<file path="config.mk">
export PLATFORM = sky130hd
export DESIGN_NAME = boxcar_averager_flat
export DESIGN_NICKNAME = d
export VERILOG_FILES = /design/src/rtl/boxcar_averager_if.sv /design/src/rtl/boxcar_averager.sv /design/src/flat_wrapper.sv
export SDC_FILE = /design/constraint.sdc
export NUM_CORES = 1
export LEC_CHECK = 0
export CORE_UTILIZATION = 35
export CTS_BUF_LIST = sky130_fd_sc_hd__clkbuf_4 sky130_fd_sc_hd__clkbuf_8 sky130_fd_sc_hd__clkbuf_16
export CTS_CLUSTER_SIZE = 28
export DETAILED_ROUTE_END_ITERATION = 6
export HOLD_SLACK_MARGIN = 0.06
export PLACE_DENSITY = 0.54
export SLEW_MARGIN = 10
export SYNTH_ARGS = -nofsm -noshare
export SYNTH_HDL_FRONTEND = slang
export SYNTH_SLANG_ARGS = --single-unit
</file>
<file path="constraint.sdc">
create_clock -name clk -period 8.18 [get_ports clk]
set_input_delay 1.227 -clock clk [delete_from_list [all_inputs] [get_ports clk]]
set_output_delay 1.227 -clock clk [all_outputs]
set_load 0.05 [all_outputs]
</file>
<file path="src/rtl/boxcar_averager_if.sv">
// Sample stream bundle for the boxcar averager: the upstream sample
// handshake and the downstream average handshake.
interface boxcar_averager_if #(
   parameter int IN_W  = 17,
   parameter int OUT_W = 16
);
   logic                    in_valid;
   logic                    in_ready;
   logic signed [IN_W-1:0]  in_data;
   logic                    out_valid;
   logic                    out_ready;
   logic signed [OUT_W-1:0] out_data;

   // Producer of samples / consumer of averages.
   modport master (
      output in_valid, in_data, out_ready,
      input  in_ready, out_valid, out_data
   );

   // The averaging block itself.
   modport slave (
      input  in_valid, in_data, out_ready,
      output in_ready, out_valid, out_data
   );
endinterface

</file>
<file path="src/rtl/boxcar_averager.sv">
// Boxcar averager: sums N = 2^k signed samples, then presents the
// floor-shifted, saturated average until downstream takes it. One block
// at a time; upstream is stalled while an average is pending.
module boxcar_averager #(
   parameter int IN_W     = 17,
   parameter int OUT_W    = 16,
   parameter int MAX_LOG2 = 8
) (
   input  logic               clk,
   input  logic               rstn,
   input  logic               clear,
   input  logic [3:0]         log2_n,
   boxcar_averager_if.slave   bus,
   output logic               sat_sticky
);

   localparam int ACC_W = IN_W + MAX_LOG2;
   localparam int CNT_W = MAX_LOG2 + 1;
   localparam logic [3:0] MAX_EXP = 4'(MAX_LOG2);
   localparam logic signed [ACC_W-1:0] OUT_MAX = ACC_W'((2 ** (OUT_W - 1)) - 1);
   localparam logic signed [ACC_W-1:0] OUT_MIN = ~OUT_MAX;

   typedef enum logic [1:0] {IDLE, ACCUM, HOLD} state_t;

   // True when the value does not fit the output range.
   function automatic logic is_sat(input logic signed [ACC_W-1:0] v);
      return (v > OUT_MAX) || (v < OUT_MIN);
   endfunction

   // Clamp a wide value into the signed output range.
   function automatic logic signed [OUT_W-1:0] sat_val(input logic signed [ACC_W-1:0] v);
      if (v > OUT_MAX)
         return OUT_MAX[OUT_W-1:0];
      else if (v < OUT_MIN)
         return OUT_MIN[OUT_W-1:0];
      else
         return v[OUT_W-1:0];
   endfunction

   state_t                  state;
   logic [3:0]              exp_q;
   logic signed [ACC_W-1:0] acc;
   logic [CNT_W-1:0]        cnt;
   logic signed [OUT_W-1:0] out_data_q;
   logic                    out_valid_q;

   logic                    accept;
   logic [3:0]              eff_exp;
   logic [3:0]              exp_use;
   logic signed [ACC_W-1:0] in_ext;
   logic signed [ACC_W-1:0] acc_sum;
   logic signed [ACC_W-1:0] avg;
   logic [CNT_W-1:0]        cnt_next;
   logic                    last;

   assign bus.in_ready  = (state != HOLD);
   assign bus.out_valid = out_valid_q;
   assign bus.out_data  = out_data_q;

   // Next accumulator/count values and end-of-block detection for an accept.
   // The first sample of a block uses the live exponent; later ones the latched one.
   always_comb begin
      accept   = bus.in_valid && (state != HOLD);
      eff_exp  = (log2_n > MAX_EXP) ? MAX_EXP : log2_n;
      in_ext   = ACC_W'(bus.in_data);
      exp_use  = exp_q;
      acc_sum  = acc + in_ext;
      cnt_next = cnt + CNT_W'(1);
      if (state == IDLE) begin
         exp_use  = eff_exp;
         acc_sum  = in_ext;
         cnt_next = CNT_W'(1);
      end
      last = (cnt_next == (CNT_W'(1) << exp_use));
      avg  = acc_sum >>> exp_use;
   end

   // Block state machine: reset beats clear, clear beats both handshakes.
   always_ff @(posedge clk) begin
      if (!rstn) begin
         state       <= IDLE;
         exp_q       <= '0;
         acc         <= '0;
         cnt         <= '0;
         out_data_q  <= '0;
         out_valid_q <= 1'b0;
         sat_sticky  <= 1'b0;
      end else if (clear) begin
         state       <= IDLE;
         acc         <= '0;
         cnt         <= '0;
         out_valid_q <= 1'b0;
         sat_sticky  <= 1'b0;
      end else begin
         case (state)
            IDLE, ACCUM: begin
               if (accept) begin
                  acc <= acc_sum;
                  cnt <= cnt_next;
                  if (state == IDLE)
                     exp_q <= eff_exp;
                  if (last) begin
                     state       <= HOLD;
                     out_data_q  <= sat_val(avg);
                     out_valid_q <= 1'b1;
                     if (is_sat(avg))
                        sat_sticky <= 1'b1;
                  end else begin
                     state <= ACCUM;
                  end
               end
            end
            HOLD: begin
               if (bus.out_ready) begin
                  state       <= IDLE;
                  acc         <= '0;
                  cnt         <= '0;
                  out_valid_q <= 1'b0;
               end
            end
            default: begin
               state <= IDLE;
            end
         endcase
      end
   end

endmodule

</file>
<file path="src/flat_wrapper.sv">
// flat-port wrapper written by rule: the top's interface ports become plain ports
module boxcar_averager_flat 
#(
   parameter int IN_W     = 17,
   parameter int OUT_W    = 16,
   parameter int MAX_LOG2 = 8
)
  (clk, rstn, clear, log2_n, sat_sticky, bus_in_valid, bus_in_data, bus_out_ready, bus_in_ready, bus_out_valid, bus_out_data);
  boxcar_averager_if #(.IN_W(IN_W), .OUT_W(OUT_W)) bus_i ();
  input  logic clk;
  input  logic rstn;
  input  logic clear;
  input  logic [3:0] log2_n;
  output logic sat_sticky;
  input wire logic [$bits(bus_i.in_valid)-1:0] bus_in_valid;
  input wire logic [$bits(bus_i.in_data)-1:0] bus_in_data;
  input wire logic [$bits(bus_i.out_ready)-1:0] bus_out_ready;
  output wire logic [$bits(bus_i.in_ready)-1:0] bus_in_ready;
  output wire logic [$bits(bus_i.out_valid)-1:0] bus_out_valid;
  output wire logic [$bits(bus_i.out_data)-1:0] bus_out_data;
  assign bus_i.in_valid = bus_in_valid;
  assign bus_i.in_data = bus_in_data;
  assign bus_i.out_ready = bus_out_ready;
  assign bus_in_ready = bus_i.in_ready;
  assign bus_out_valid = bus_i.out_valid;
  assign bus_out_data = bus_i.out_data;
  boxcar_averager #(.IN_W(IN_W), .OUT_W(OUT_W), .MAX_LOG2(MAX_LOG2)) u_core (.clk(clk), .rstn(rstn), .clear(clear), .log2_n(log2_n), .bus(bus_i), .sat_sticky(sat_sticky));
endmodule
</file>
==> impl_metrics.csv, run 1 <==
group,metric,value,unit
worst_setup_path,critical_path.reg2reg.startpoint,"u_core.state[1]",
global_routing,grt_start_max_net_pins,39,
placed_design,buffer_ports.inserted,44,
placed_design,dpl_worst_slack,2460,ps
sta,post-route-worst-setup-slack,2650,ps
sta,timing.max_slew.rel_slack,0.381,
placed_design,post-dp-hpwl,14500,microns
power_and_ir_drop,p_leak,2.48,nW
sta,final.setup_skew,10.5,ps
global_routing,grt_antenna_before_repair,0,
synth,yosys_register_bits,58,
detailed_routing,routedWlPerCell,19.1,microns
clock_tree,clk-insertion-delay-late,350,ps
global_routing,grt_pass1_vias,6055,
power_and_ir_drop,p_sw_frac,0.371,
worst_setup_path,cp-end-kind,"register",
layout,nNetsFinal,861,
run_status,status,"finished clean",
synth,postSynthCellCount,799,
sta,report.final.hold_viol_count,0,
global_routing,grt_use_met3,0.0456,
power_and_ir_drop,powerDensity,164,nW/um^2
die,floorplan.initialDensity,0.363,
layout,layout.cells.most_common_list,"nor2_1 (108), nand2_1 (94), a21oi_1 (65), dfxtp_1 (58)",
synth,synthDistinctLibCells,90,
clock_tree,cts_root_buffer,"clkbuf_16",
worst_setup_path,reg2reg_slack,2820,ps
die,std_cell_core_area,16100,sq um
worst_setup_path,worstRegToRegCells,12,
sta,final.min_clock_period,5530,ps
worst_setup_path,cp_slowest_cell,"clkdlybuf4s50_1",
layout,final_design_utilization,0.417,
layout,layout.cells.most_common,"nor2_1",
worst_setup_path,critical_path.max_fanout,15,
detailed_routing,initialDrtViolationCount,474,
clock_tree,cts.repair_timing.setup_buffer_count,0,
clock_tree,htreeDepth,3,
die,fp-row-count,46,
worst_setup_path,setup.worst_path.end,"u_core.bus.out_data[6]",
die,io_pins,45,
synth,synth-seq-area-share,0.199,
detailed_routing,drcViolationCount,0,
detailed_routing,number_of_vias_in_the_routed_layout,6224,
synth,count_of_flip_flops_with_a_built_in_enable_after_synthesis,0,
detailed_routing,detail_route.first_pass.iterations,5,
layout,drive_above_1_share,0.0971,
detailed_routing,totalWireLength,19700,microns
synth,async_flop_share,0,
worst_setup_path,cpPeakStageDelay,700,ps
detailed_routing,antenna_violating_nets_post_route,0,
synth,synth.net_count,851,
worst_setup_path,cells_along_the_critical_path,"clkdlybuf4s50_1 -> ha_1 -> a21oi_1 -> o21ai_0 -> nor3_1 -> or4b_1 -> and3_1 -> o22ai_2 -> a2bb2oi_1 -> nand2_1 -> o32ai_1 -> a31o_2 -> nand2_1 -> o221a_2",
layout,postLayoutCellArea,6700,sq um
global_routing,grt_busiest_layer,"met2",
clock_tree,cts_hold_buffers,0,
power_and_ir_drop,pwr-share-comb,0.332,
synth,syn_area,5830,sq um
sta,rsz0062_at_grt,"false",
synth,ys_dominant_reg_cell,"dfxtp_1",
die,die-area,17200,sq um
sta,fmaxAchievable,181,MHz
clock_tree,cts_num_sinks,58,
die,fp.dieH,131,microns
sta,setup_total_negative_slack,0,ps
worst_setup_path,arrival,5760,ps
synth,synthesis.yosys.warnings,0,
worst_setup_path,worstSetupStartpointType,"input port",
global_routing,grt_first_pass_wirelength,32000,microns
clock_tree,ctsLongestPathBuffers,2,
sta,finalMaxSlewViolations,0,
placed_design,post_dp_cell_area,6380,sq um
detailed_routing,viasPerCell,6.04,
worst_setup_path,reg2reg_to,"u_core.bus.out_data[6]",
power_and_ir_drop,irDropWorstVdd,0.101,mV
worst_setup_path,criticalPathCategory,"input port to register",
global_routing,overflow_left_after_global_routing,0,
clock_tree,tritoncts_clock_tree,"done",
global_routing,gr-usage-met2,0.402,
worst_setup_path,worstSetupStartpoint,"bus_in_data[16]",
worst_hold_path,hold_path.class,"register to register",
power_and_ir_drop,pwr-share-clk,0.393,
placed_design,numPlacedInstances,1014,
layout,insertedDiodeCount,0,
sta,post_route_fraction_of_the_period_consumed_by_the_critical_path,0.676,
flow_run,cap_violations,0,
power_and_ir_drop,power.share.sequential,0.275,
die,die_width,131,microns
clock_tree,cts.reportedPaths.clkPinSlew,60,ps
sta,tightest_slew,929,ps
global_routing,globalRouteMet1Util,0.310,
clock_tree,postCtsResizedCells,0,
worst_setup_path,critical-path-top-cell-by-count,"nand2_1",
worst_setup_path,critical_path_required,8410,ps
power_and_ir_drop,p_int,0.692,mW
power_and_ir_drop,power.net_switching,0.408,mW
layout,area_delta_synth_final,15.0,%
synth,post_synthesis_average_cell_area,7.29,sq um
layout,final_cell_count_no_fill,1030,
sta,setup_viol,0,
clock_tree,cts_inserted_buffers,9,
global_routing,overall_global_routing_resource_usage,0.242,
placed_design,routabilityCongestion,0.948,
[per-stage QoR]
stage,power (mW),hold slack (ps)
floorplan,0.570,458
global placement,0.667,474
detailed placement,0.668,483
finish,1.10,494
CTS,1.10,496
global route,1.15,522
[layout make-up]
type                       instances  area (sq um)
timing repair buffer              54           515
clock buffer                       9           225
fill                            1664          9350
inverter                           8          30.0
clock inverter                     7           103
sequential                        58          1160
multi-input combinational        678          4400
tap                              216           270
[Yosys cell counts, types with 4 or more instances]
cell / instances / share of area
a31oi_1: 9 / 0.0097
nor2_1: 108 / 0.070
a211oi_1: 17 / 0.022
nand3_1: 32 / 0.027
o21bai_1: 5 / 0.0064
ha_1: 25 / 0.054
a21o_1: 14 / 0.018
xnor2_1: 10 / 0.015
nor3_1: 22 / 0.019
o21ai_0: 44 / 0.038
o221a_1: 4 / 0.0077
o221a_2: 7 / 0.014
a22oi_1: 16 / 0.021
a211oi_2: 4 / 0.0086
nand2b_1: 10 / 0.011
nor4_1: 5 / 0.0054
and4_1: 6 / 0.0090
mux2i_1: 26 / 0.045
o21ai_1: 4 / 0.0034
a21oi_1: 65 / 0.056
dfxtp_1: 58 / 0.20
mux2_2: 5 / 0.0097
nand4_1: 9 / 0.0097
clkbuf_1: 24 / 0.015
buf_2: 20 / 0.017
a221oi_1: 4 / 0.0060
o211ai_1: 9 / 0.012
nand3b_1: 4 / 0.0052
nand2_1: 94 / 0.061
o21a_1: 7 / 0.0090
nor2b_1: 4 / 0.0043
buf_1: 8 / 0.0052
o221ai_1: 4 / 0.0060
o22ai_1: 5 / 0.0054
inv_1: 8 / 0.0052
and2_1: 9 / 0.0097
xor2_1: 10 / 0.015
a21oi_2: 4 / 0.0060
[power by group through the flow]
stage	combinational [mW]	sequential [mW]	clock (mW)
floorplan	0.251	0.319	0
global placement	0.358	0.309	0
detailed placement	0.359	0.309	0
CTS	0.361	0.303	0.437
global route	0.398	0.304	0.451
finish	0.365	0.303	0.432
[critical path: cells and delay by family]
family                     cells  cell delay (ps)
buffers and inverters          1              700
and+or+nand+nor                5             1350
adders and majority gates      1              570
AOI/OAI and AO/OA              7             1910
[flip-flops by register name, summed over array words and instances, names as in the netlist]
register	flops
u_core.cnt	9
u_core.acc	25
u_core.bus.out_data	16
u_core.sat_sticky	1
u_core.bus.out_valid	1
u_core.state	2
u_core.exp_q	4
[how the worst min path moves through the flow]
stage,depth (start not counted),start,endpoint,slack [ps]
2_1_floorplan,2,u_core.acc[12],u_core.acc[12],460
3_3_place_gp,2,u_core.acc[11],u_core.acc[11],470
3_5_place_dp,2,u_core.acc[3],u_core.acc[3],480
4_1_cts,2,u_core.acc[3],u_core.acc[3],500
5_1_grt,2,u_core.acc[3],u_core.acc[3],520
6_report,2,u_core.acc[3],u_core.acc[3],490
[logic make-up (layout without fill, tap and decap cells)]
group,after synthesis,in the layout,share of synthesized area
compound gates,273,273,0.345
xor+xnor,21,21,0.0328
fa+ha+maj,26,26,0.0571
buf+inv,63,78,0.0477
flops,58,58,0.199
mux,32,32,0.0569
simple gates,326,326,0.262
[layer usage]
layer  share of wire  routed length, microns
met5               0                       0
met2            0.47                    9280
met3           0.047                     924
met1            0.46                    8980
met4           0.025                     494
Power figures use the tool's default switching activity.
==> inputs of run 2 (changes only) <==
clock period = 5.2 ns   (was 8.18 ns; I/O delays follow)
==> run 2 against run 1 <==
Against the previous run:
- sequential cell count did not move
- utilization rose by 1.1 points
- combinational power rose by 63%
- highest routed layer unchanged
- routed wire length rose by 2.2%
- clock skew fell by 1.2 ps
- critical path type unchanged
- die area did not move
- sequential power rose by 57%
- via count fell by 0.58%
- critical path depth rose by 1
- global-route usage rose by 0.56 points
- sequential share of layout area fell by 0.43 points
- worst hold slack improved by 0.63 ps
==> impl_metrics.csv, run 2 (same netlist as run 1, synthesis figures left out) <==
group,metric,value,unit
worst_hold_path,worst_hold_path.endpoint,"u_core.bus.out_valid",
clock_tree,cts.reportedPaths.clkPinSlew,50,ps
placed_design,post-dp-hpwl,15000,microns
placed_design,numPlacedInstances,1035,
sta,finalMaxSlewViolations,0,
layout,insertedDiodeCount,0,
layout,multi_input_area,4410,sq um
worst_setup_path,cp-end-kind,"register",
layout,top_register,"u_core.acc",
layout,layout.cells.most_common,"nor2_1",
clock_tree,cts.repair_timing.setup_buffer_count,0,
global_routing,overflow_left_after_global_routing,0,
global_routing,grt_first_pass_wirelength,32300,microns
placed_design,routabilityCongestion,0.946,
sta,setup_viol,0,
power_and_ir_drop,powerDensity,253,nW/um^2
worst_setup_path,critical_path_required,5490,ps
worst_setup_path,criticalPathCategory,"input port to register",
flow_run,cap_violations,0,
layout,fillerInstances,1619,
detailed_routing,viasPerCell,5.89,
detailed_routing,number_of_vias_in_the_routed_layout,6188,
layout,final_cell_count_no_fill,1051,
clock_tree,cts_hold_buffers,0,
worst_setup_path,critical_path.reg2reg.startpoint,"u_core.state[1]",
layout,postLayoutCellArea,6870,sq um
clock_tree,cts_inserted_buffers,9,
layout,largest_register_ffs,25,
clock_tree,postCtsResizedCells,0,
global_routing,grt_pass1_vias,5906,
layout,final_design_utilization,0.428,
clock_tree,clk-insertion-delay-late,340,ps
detailed_routing,drcViolationCount,0,
clock_tree,cts_root_buffer,"clkbuf_16",
worst_setup_path,worstRegToRegCells,13,
die,floorplan.initialDensity,0.363,
sta,tightest_slew,1010,ps
layout,area_delta_synth_final,17.9,%
die,std_cell_core_area,16100,sq um
worst_setup_path,reg2reg_slack,740,ps
placed_design,dpl_worst_slack,-80.4,ps
sta,report.final.hold_viol_count,0,
power_and_ir_drop,irDropWorstVdd,0.173,mV
global_routing,overall_global_routing_resource_usage,0.248,
clock_tree,tritoncts_clock_tree,"done",
sta,setup_total_negative_slack,0,ps
clock_tree,cts_num_sinks,58,
worst_setup_path,arrival,5270,ps
detailed_routing,initialDrtViolationCount,539,
sta,post_route_fraction_of_the_period_consumed_by_the_critical_path,0.958,
sta,post-route-worst-setup-slack,217,ps
clock_tree,htreeDepth,3,
power_and_ir_drop,total_power_after_layout,1.74,mW
worst_setup_path,critical_path.max_fanout,11,
sta,final.min_clock_period,4980,ps
clock_tree,ctsLongestPathBuffers,2,
layout,area_taken_by_flip_flops_and_latches,1160,sq um
detailed_routing,totalWireLength,20100,microns
worst_hold_path,hold_depth,2,
die,die-area,17200,sq um
die,fp-row-count,46,
die,fp.dieH,131,microns
worst_setup_path,worstSetupStartpointType,"input port",
run_status,status,"finished clean",
sta,timing.max_slew.rel_slack,0.327,
sta,fmaxAchievable,201,MHz
detailed_routing,antenna_violating_nets_post_route,0,
sta,rsz0062_at_grt,"false",
power_and_ir_drop,p_leak,2.59,nW
sta,final.setup_skew,9.28,ps
sta,whs,494,ps
worst_hold_path,hold_start,"u_core.bus.out_valid",
global_routing,grt_start_max_net_pins,36,
worst_hold_path,hold_path.class,"register to register",
layout,layout.cells.most_common_list,"nor2_1 (108), nand2_1 (94), a21oi_1 (65), dfxtp_1 (58)",
die,die_width,131,microns
detailed_routing,detail_route.first_pass.iterations,5,
global_routing,grt_antenna_before_repair,0,
placed_design,post_dp_cell_area,6530,sq um
placed_design,buffer_ports.inserted,44,
die,io_pins,45,
layout,nNetsFinal,882,
worst_setup_path,reg2reg_to,"u_core.bus.out_data[7]",
layout,drive_above_1_share,0.121,
detailed_routing,routedWlPerCell,19.1,microns
run 2: critical path, cell delays in order:
cell	delay, ps
clkdlybuf4s50_1	500
buf_4	240
ha_1	480
nand2_1	280
nor3_2	120
o2111ai_1	100
nand3_1	160
a211oi_1	430
mux2_2	420
nor3_2	300
and2_1	230
a31oi_1	160
o311a_1	550
a21oi_1	280
o221a_2	220
run 2: how the worst max path moves through the flow:
stage,from,end,slack (ps),depth (start not counted)
after global placement,bus_in_data[16],u_core.bus.out_data[7],-60,15
after CTS,bus_in_data[16],u_core.bus.out_data[0],240,15
final,bus_in_data[16],u_core.bus.out_data[0],220,15
after detailed placement,bus_in_data[16],u_core.bus.out_data[0],-80,15
after global routing,bus_in_data[16],u_core.bus.out_data[14],10,15
after floorplan,bus_in_data[13],u_core.bus.out_data[14],1330,15
run 2: report_power, final:
group	internal, mW	switching [mW]	total (mW)
clock network	0.436	0.229	0.665
logic	0.217	0.379	0.596
registers	0.462	0.0136	0.476
total	1.12	0.621	1.74
run 2: final cells by class:
class / instances / share of cell area
multi-input combinational: 678 / 0.642
clock inverter: 5 / 0.0113
tap: 216 / 0.0393
sequential: 58 / 0.169
timing repair buffer: 75 / 0.0979
clock buffer: 11 / 0.0359
inverter: 8 / 0.00437
run 2: per-layer routing:
metal / GRT usage / part of all wire / wire (microns) / vias up
met3: 0.0619 / 0.052 / 1050 / 35
met2: 0.406 / 0.47 / 9450 / 181
met1: 0.317 / 0.45 / 9110 / 2933
met5: 0 / 0 / 0 / -
met4: 0.0805 / 0.025 / 506 / 0
li1: - / - / - / 3039
==> inputs of run 3 (changes only) <==
ABC_AREA = 1   (was unset)
==> run 3 against run 2 <==
Against the previous run:
- non-clock buffer count fell by 25
- utilization fell by 1.6 points
- clock-buffer cell count rose by 1
- critical path depth rose by 10
- worst hold slack got worse by 38 ps
- first-iteration DRC count fell by 6.7%
- critical endpoint is now u_core.sat_sticky
- largest cell class unchanged
- largest power group unchanged
- highest routed layer unchanged
==> impl_metrics.csv, run 3 <==
group,metric,value,unit
synth,yosys_register_bits,58,
placed_design,numPlacedInstances,1276,
die,die_width,132,microns
synth,syn_area,5880,sq um
worst_setup_path,critical_path_required,5390,ps
layout,nNetsFinal,1119,
synth,post_synthesis_average_cell_area,5.63,sq um
worst_setup_path,critical-path-top-cell-by-count,"nand2_1",
synth,synth.net_count,1097,
placed_design,buffer_ports.inserted,44,
worst_setup_path,cpPeakStageDelay,670,ps
global_routing,grt_first_pass_wirelength,29500,microns
clock_tree,ctsLongestPathBuffers,2,
sta,setup_viol,0,
detailed_routing,routedWlPerCell,13.8,microns
die,std_cell_core_area,16500,sq um
global_routing,grt_antenna_before_repair,0,
worst_setup_path,path_depth,25,
sta,fmaxAchievable,234,MHz
layout,layout.cells.most_common_list,"nand2_1 (363), inv_1 (116), nand3_1 (114), nor2_1 (89), a21oi_1 (81)",
worst_setup_path,critical_path_buf_inv_count,4,
worst_setup_path,critical-path-top-delay-family,"simple AND/OR/NAND/NOR gates",
detailed_routing,totalWireLength,17900,microns
synth,count_of_flip_flops_with_a_built_in_enable_after_synthesis,0,
layout,drive_above_1_share,0.0625,
global_routing,grt_busiest_layer,"met2",
sta,whs,457,ps
clock_tree,htreeDepth,3,
worst_setup_path,cp-end-kind,"register",
layout,insertedDiodeCount,0,
synth,synth_largest_type_area_fraction,0.232,
synth,ys_dominant_reg_cell,"dfxtp_1",
worst_setup_path,worstSetupStartpointType,"input port",
global_routing,overall_global_routing_resource_usage,0.213,
synth,async_flop_share,0,
synth,postSynthCellCount,1045,
global_routing,globalRouteMet1Util,0.299,
detailed_routing,antenna_violating_nets_post_route,0,
die,floorplan.initialDensity,0.356,
clock_tree,cts.repair_timing.setup_buffer_count,0,
detailed_routing,number_of_vias_in_the_routed_layout,6378,
sta,final.min_clock_period,4280,ps
sta,setup_total_negative_slack,0,ps
power_and_ir_drop,powerDensity,257,nW/um^2
die,fp-row-count,47,
worst_setup_path,arrival,4470,ps
sta,tightest_slew,926,ps
sta,report.final.hold_viol_count,0,
sta,final.setup_skew,5.30,ps
placed_design,post-dp-hpwl,13700,microns
detailed_routing,initialDrtViolationCount,503,
sta,timing.max_slew.rel_slack,0.380,
detailed_routing,drcViolationCount,0,
synth,synth-seq-area-share,0.197,
synth,synthTopCellsByCount,"nand2_1 (364), inv_1 (116), nand3_1 (114)",
clock_tree,tritoncts_clock_tree,"done",
sta,rsz0062_at_grt,"false",
layout,largest_register_ffs,25,
sta,post_route_fraction_of_the_period_consumed_by_the_critical_path,0.823,
layout,layout.cells.most_common,"nand2_1",
global_routing,grt_start_max_net_pins,55,
detailed_routing,detail_route.first_pass.iterations,5,
worst_hold_path,hold_path.class,"register to register",
power_and_ir_drop,irDropWorstVdd,0.154,mV
clock_tree,cts_hold_buffers,0,
clock_tree,clk-insertion-delay-late,340,ps
placed_design,routabilityCongestion,0.905,
layout,top_register,"u_core.acc",
flow_run,cap_violations,0,
clock_tree,cts_num_sinks,58,
clock_tree,cts_inserted_buffers,9,
layout,area_delta_synth_final,15.8,%
synth,synthDistinctLibCells,41,
power_and_ir_drop,p_leak,3.24,nW
worst_setup_path,worstRegToRegCells,25,
synth,synthesis.yosys.warnings,0,
run_status,status,"finished clean",
die,io_pins,45,
worst_setup_path,cp_slowest_cell,"clkdlybuf4s50_1",
worst_setup_path,criticalPathCategory,"input port to register",
global_routing,grt_pass1_vias,5897,
clock_tree,cts.reportedPaths.clkPinSlew,60,ps
layout,final_cell_count_no_fill,1292,
layout,postLayoutCellArea,6810,sq um
worst_hold_path,hold_depth,2,
synth,synth_area_leaders,"nand2_1 (23%), dfxtp_1 (20%), nand3_1 (9.7%)",
clock_tree,postCtsResizedCells,0,
die,die-area,17300,sq um
synth,synth_top_cell_by_area,"nand2_1",
synth,most_repeated_cell_in_the_gate_level_netlist_after_synthesis,"nand2_1",
placed_design,post_dp_cell_area,6480,sq um
global_routing,grt_use_met3,0.0224,
worst_setup_path,critical_path.max_fanout,17,
clock_tree,cts_root_buffer,"clkbuf_16",
global_routing,gr-usage-met2,0.332,
detailed_routing,viasPerCell,4.94,
layout,final_design_utilization,0.412,
die,fp.dieH,132,microns
sta,finalMaxSlewViolations,0,
global_routing,overflow_left_after_global_routing,0,
## run 3: area by class of cell
type	instances	area [sq um]
tap	220	275
inverter	125	478
timing repair buffer	50	485
multi-input combinational	823	4080
fill	1836	9710
clock buffer	12	260
sequential	58	1160
clock inverter	4	73.8
## run 3: layer usage
layer	wire length, microns	vias up
li1	-	3412
met3	595	21
met1	8980	2832
met2	7920	113
met4	377	0
met5	0	-
## run 3: logic make-up after synthesis
group,count (synthesis),synth area share
AND/OR/NAND/NOR,616,0.451
buffers and inverters,164,0.112
AO/OA/AOI/OAI,160,0.151
flip-flops,58,0.197
adder cells (fa/ha/maj),26,0.0566
XOR/XNOR,20,0.0298
multiplexers,1,0.00170
## run 3: metrics by stage
step / total power [mW] / worst slack, ps
6_report: 1.75 / 919
5_1_grt: 1.86 / 482
2_1_floorplan: 0.928 / 1740
4_1_cts: 1.77 / 966
3_3_place_gp: 1.08 / 693
3_5_place_dp: 1.08 / 621
## run 3: path summary, 6_finish.rpt
| path | to | slack [ps] | from |
|---|---|---|---|
| hold / removal | u_core.bus.out_valid | 460 | u_core.bus.out_valid |
| setup / recovery | u_core.sat_sticky | 920 | bus_in_data[16] |
| setup reg to reg | u_core.sat_sticky | 1530 | u_core.acc[0] |
| hold reg to reg | u_core.bus.out_valid | 460 | u_core.bus.out_valid |
## run 3: power breakdown
part / internal (mW) / total, mW / switching, mW
combinational: 0.200 / 0.596 / 0.395
clock: 0.451 / 0.683 / 0.232
sequential: 0.464 / 0.476 / 0.0122
## run 3: tightest hold or removal path, cell delays in order (launching register included)
cell and delay (ps):
dfxtp_1 300, nand2_1 60, a21oi_1 50
